===== src/rtl/fifo_shift_reg_sync.sv =====
// fifo_shift_reg_sync: shift-register FIFO with the head word always in slot 0.
// Define FIFO_FWFT_EN for first-word-fall-through output; the default build registers dataOut.
module fifo_shift_reg_sync #(
  parameter  int unsigned FIFO_width = 32,
  parameter  int unsigned FIFO_depth = 10,
  parameter  int unsigned AF_thresh  = 8,
  parameter  int unsigned AE_thresh  = 2,
  localparam int unsigned CW         = $clog2(FIFO_depth + 1)
) (
  input  logic                  clk,
  input  logic                  reset,
  input  logic                  enable,
  input  logic                  flush,
  input  logic                  writeEnable,
  input  logic [FIFO_width-1:0] dataIn,
  input  logic                  readEnable,
  input  logic                  clearErr,
  output logic [FIFO_width-1:0] dataOut,
  output logic                  dataValid,
  output logic [CW-1:0]         count,
  output logic                  empty,
  output logic                  full,
  output logic                  almostEmpty,
  output logic                  almostFull,
  output logic                  overflow,
  output logic                  underflow
);

  logic [FIFO_width-1:0] slot     [FIFO_depth];
  logic [FIFO_width-1:0] slot_nxt [FIFO_depth];
  logic [CW-1:0]         count_nxt;
  logic [CW-1:0]         wr_idx;
  logic                  rd_acc;
  logic                  wr_acc;
  logic                  ovf_nxt;
  logic                  unf_nxt;

  assign empty       = (count == '0);
  assign full        = (count == CW'(FIFO_depth));
  assign almostFull  = (count >= CW'(AF_thresh));
  assign almostEmpty = (count <= CW'(AE_thresh));

  assign rd_acc = readEnable & ~empty;
  assign wr_acc = writeEnable & (~full | rd_acc);
  // On a simultaneous read the shift frees slot[count-1], so the write lands there.
  assign wr_idx = rd_acc ? count - CW'(1) : count;

  always_comb begin
    slot_nxt  = slot;
    count_nxt = count;
    ovf_nxt   = overflow & ~clearErr;
    unf_nxt   = underflow & ~clearErr;
    if (flush) begin
      for (int unsigned i = 0; i < FIFO_depth; i++) slot_nxt[i] = '0;
      count_nxt = '0;
    end else begin
      if (rd_acc) begin
        for (int unsigned i = 0; i + 1 < FIFO_depth; i++) slot_nxt[i] = slot[i + 1];
        slot_nxt[FIFO_depth-1] = '0;
      end
      if (wr_acc) begin
        for (int unsigned i = 0; i < FIFO_depth; i++)
          if (CW'(i) == wr_idx) slot_nxt[i] = dataIn;
      end
      case ({rd_acc, wr_acc})
        2'b10:   count_nxt = count - CW'(1);
        2'b01:   count_nxt = count + CW'(1);
        default: count_nxt = count;
      endcase
      ovf_nxt = ovf_nxt | (writeEnable & ~wr_acc);
      unf_nxt = unf_nxt | (readEnable & empty);
    end
  end

  always_ff @(posedge clk or negedge reset) begin
    if (!reset) begin
      for (int unsigned i = 0; i < FIFO_depth; i++) slot[i] <= '0;
      count     <= '0;
      overflow  <= 1'b0;
      underflow <= 1'b0;
    end else if (enable) begin
      for (int unsigned i = 0; i < FIFO_depth; i++) slot[i] <= slot_nxt[i];
      count     <= count_nxt;
      overflow  <= ovf_nxt;
      underflow <= unf_nxt;
    end
  end

`ifdef FIFO_FWFT_EN
  assign dataOut   = slot[0];
  assign dataValid = ~empty;
`else
  always_ff @(posedge clk or negedge reset) begin
    if (!reset) begin
      dataOut   <= '0;
      dataValid <= 1'b0;
    end else if (enable) begin
      if (flush) begin
        dataValid <= 1'b0;
      end else if (rd_acc) begin
        dataOut   <= slot[0];
        dataValid <= 1'b1;
      end else begin
        dataValid <= 1'b0;
      end
    end
  end
`endif

endmodule

===== config.mk =====
export PLATFORM = sky130hd
export DESIGN_NAME = fifo_shift_reg_sync
export DESIGN_NICKNAME = d
export VERILOG_FILES = /design/src/rtl/fifo_shift_reg_sync.sv
export SDC_FILE = /design/constraint.sdc
export NUM_CORES = 1
export LEC_CHECK = 0
export BUFFER_PORTS_ARGS = -buffer_cell sky130_fd_sc_hd__buf_2
export CORE_MARGIN = 5
export CORE_UTILIZATION = 45
export DETAILED_ROUTE_END_ITERATION = 16
export SLEW_MARGIN = 20
export SYNTH_ARGS = -nofsm -noshare
export SYNTH_HDL_FRONTEND = slang
export SYNTH_SLANG_ARGS = --single-unit

===== constraint.sdc =====
create_clock -name clk -period 2.8 [get_ports clk]
set_clock_uncertainty 0.15 [all_clocks]
set_input_delay 0.28 -clock clk [delete_from_list [all_inputs] [get_ports clk]]
set_output_delay 0.28 -clock clk [all_outputs]
set_load 0.02 [all_outputs]

==> results.md <==
- The flow ran to the end, and the final reports show no timing, DRC or antenna violations.
- The global routing usage summed across all routing layers is 0.231.
- The transition time at the pin with the least slew margin is 0.771 ns.
- After detailed routing, the number of remaining DRC violations is 0.
- The multi-input combinational cells in the finished layout cover a total of 8500 sq um.
- By area the synthesized netlist is led by dfrtp_1, o221ai_1, mux2i_1.
- The type of the worst min-delay path is primary input to register.
- After global routing the overflow that remains totals 0.
- STA puts the critical path data arrival time at 2.94 ns.
- The portion of the post-synthesis area used by sequential elements is 0.489.
- The maximum ir drop on the vdd rail is 0.500 mV.
- The analysis attributes to cell leakage a power of 9.22 nW.
- The final layout net count is 1,915.
- The initial cell density of the core is 0.452.
- Derived from the worst setup path, the maximum achievable clock frequency is 374 MHz.
- Of the post-synthesis cell area, the dominant cell type holds 0.489.
- The dominant register cell in the synthesized netlist is dfrtp_1.
- The first global-routing pass estimated 84,500 um of wire.
- The sequential share of power is 0.360.
- The overall via count from detail_route is 15,100.
- During placement, the flow inserted port buffers numbering 81.
- The number of ports placed on the die boundary is 82.
- The reg2reg setup slack is 0.12 ns.
- The remaining antenna violation count after routing is 0.
- The detailed router's first-iteration violation count is 1,644.
- Entering global routing, the biggest net connects 112 pins.
- The clock latency on the worst-skew pair is 0.54 ns.
- The internal power component is 11.2 mW.
- Hold timing on the final database bottoms out at a slack of 0.0206 ns.
- The biggest area contributor in the post-synthesis netlist is dfrtp_1.
- The synthesized area is 18,400 sq um.
- Summed over all layers, the routed wires come to 53,000 um.
- In the final layout, the share of cells above drive strength 1 is 0.161.
- The number of antenna diodes in the final layout is 0.
- The share of the core filled with cells is 0.527.
- By startpoint and endpoint, the worst setup path is classified as register to register.
- Using the TritonRoute via totals, the vias-per-cell ratio works out to 6.20.
- The power dissipated by switching net loads is 6.31 mW.
- The average routed wire per standard cell is 21.8 um.
- The floorplan row count is 74.
- The clock drives 359 sinks.
- The floorplan die height is 212 um.
- The number of maximum-capacitance violations is 0.
- TritonCTS built the clock tree.
- The number of global-route vias before repair is 14,700.
- Measured along the x axis, the die boundary spans 212 um.
- The startpoint kind of the worst setup timing path is a register.
- The part of the power in the clock network is 0.308.
- Setup repair after global routing could not meet its margin everywhere.
- Synthesis produced a netlist with a net count of 1,841.
- For this run, the detailed router's first-pass iteration total came to 5.
- The number of synthesized register bits is 359.
- Of the available clock period, the critical path in the final layout requires 0.956.
- The warning count from the yosys run is 0.
- After clock tree synthesis, the clock-pin slew on the worst setup and hold paths is 0.06 ns.
- STA classifies the critical path endpoint as a register.
- The power density relative to cell area is 817 nW/um^2.
- The number of antenna violations at the first check in global routing is 0.
- CTS placed an instance of clkbuf_16 at the clock tree root.
- Measured against its own limit, the worst slew margin works out to 0.486.
- The fraction of power spent switching nets is 0.361.
- The half-perimeter wire length of the detailed placement result is 33,700 um.
- The H-tree generated during clock tree synthesis spans 2 levels.
- The die covers 45,000 sq um.
- Setup violations remaining at the end of the flow were counted as 0.
- After layout, the minimum clock period comes to 2.68 ns.
- The number of slew-limit violations in the final report is 0.
- The fraction of synthesis flops using an asynchronous set or reset pin is 1.00.
- The buffer levels on the longest clock path is 3.
- The largest fanout on the critical path is 62.
- Counting the buffers created by CTS gives 41.
- The portion of total power attributed to combinational logic is 0.332.
- The hold violation total from the final report came to 0.
- The number of different library cells used by synthesis comes to 65.
- Summing all flip-flop and latch instances after layout gives 8980 sq um.
- The final estimated routing congestion in global placement is 0.864.
- The instance count of the mapped netlist is 1,799.
- The number of flops mapped to enable cells by yosys is 0.
- The mean instance size in the synthesized netlist is 10.2 sq um.
- For the worst setup path, the data required time is 3.06 ns.
- Relative to the synthesized area, the layout overhead comes to 16.5%.
- The floorplan step defined a core boundary enclosing 40,600 sq um.
- The count of fill cells added during filler insertion is 3,538.
==> registers in the layout, summed over array words and instances, names as in the netlist <==
signal and cells:
count 4, dataOut 32, overflow 1, underflow 1, dataValid 1, slot 320
==> cells in the mapped netlist (all sizes together) (23+ instances only) <==
cell and number:
a21oi 39, a221o 32, a32oi 32, and2 23, and3 33, buf 88
clkbuf 84, dfrtp 359, inv 53, mux2 33, mux2i 192, nand2 398
nor2 38, o211ai 33, o21ai 44, o221ai 257
==> worst max-delay path, cell delays in order, from the launching register on <==
cell     delay, ns
dfrtp_2       0.35
inv_1         0.05
ha_1          0.22
or3b_4        0.30
inv_4         0.07
nor2_4        0.31
buf_12        0.41
o31ai_4       0.13
buf_12        0.18
a221o_1       0.35
==> placed cells by master, fill, tap and decap left out, types with 5 or more instances in the layout <==
cell type      instances
a32oi_1               32
o21ai_1               12
inv_1                 52
o21ai_2                7
nand3_1                6
dlygate4sd3_1         29
nor3_1                 5
buf_4                 67
clkbuf_1              13
clkbuf_16             44
o21ai_0               25
nor2_1                34
o211ai_1              32
o221ai_1             252
o221ai_2               5
mux2_2                33
a221o_1               32
buf_2                 80
and3_1                33
mux2i_1              192
dfrtp_1              358
a21oi_1               36
nand2_1              397
clkinv_2               7
clkbuf_8               5
buf_12                20
and2_1                23
==> power by group through the flow <==
stage          Clock, mW  Sequential, mW  Combinational [mW]
5_1_grt             5.68            6.38                6.18
4_1_cts             5.47            6.29                5.63
3_3_place_gp           0            6.35                5.51
2_1_floorplan          0            6.47                3.56
3_5_place_dp           0            6.38                5.58
6_report            5.38            6.30                5.80
==> timing repair <==
| action | 4_1_cts | 5_1_grt |
|---|---|---|
| endpoints found under the setup margin | 0 | 133 |
| endpoints found under the hold margin | 128 | 0 |
| buffers inserted | 0 | 4 |
| resized for setup | 0 | 8 |
| hold buffers | 29 | 0 |
==> metal layers <==
| metal | global-route usage | vias to the layer above | wire length [um] |
|---|---|---|---|
| met5 | 0 | - | 0 |
| met4 | 0.0598 | 0 | 1140 |
| met3 | 0.0362 | 85 | 3410 |
| met2 | 0.351 | 506 | 23700 |
| met1 | 0.348 | 7598 | 24700 |
| li1 | - | 6911 | - |
==> metrics by stage <==
step | instances | instance area, sq um | setup slack [ns] | total power, mW | setup TNS, ns
global placement | 2328 | 19700 | 0.126 | 11.9 | 0
floorplan | 1799 | 18400 | 0.00703 | 10.0 | 0
finish | 2435 | 21400 | 0.124 | 17.5 | 0
global route | 2435 | 21400 | -0.000954 | 18.2 | -0.000954
CTS | 2430 | 21300 | 0.00476 | 17.4 | 0
detailed placement | 2328 | 19700 | 0.0267 | 12.0 | 0
==> layout make-up <==
cell class	count	share of cell area
Tap cell	532	0.0311
Timing Repair Buffer	203	0.0797
Clock inverter	12	0.00666
Multi-Input combinational cell	1214	0.397
Inverter	54	0.00994
Clock buffer	61	0.0558
Sequential cell	359	0.420
==> logic make-up after synthesis <==
family / synth area share
xor gates and xnor gates: 0.00334
and+or+nand+nor: 0.119
adders and majority gates: 0.00204
DFF: 0.489
AOI/OAI and AO/OA: 0.208
buffers and inverters: 0.0540
muxes: 0.125
==> final timing paths <==
path                       cells after the start           to      start
setup / recovery                               9    slot[217]   count[0]
hold / removal                                 2     count[1]     enable
setup reg to reg                               9    slot[217]   count[0]
hold reg to reg                                1    dataValid  dataValid
max in group asynchronous                      3    slot[171]      reset
min in group asynchronous                      2  dataOut[26]      reset
No activity file was read; power rests on OpenSTA's default activity.
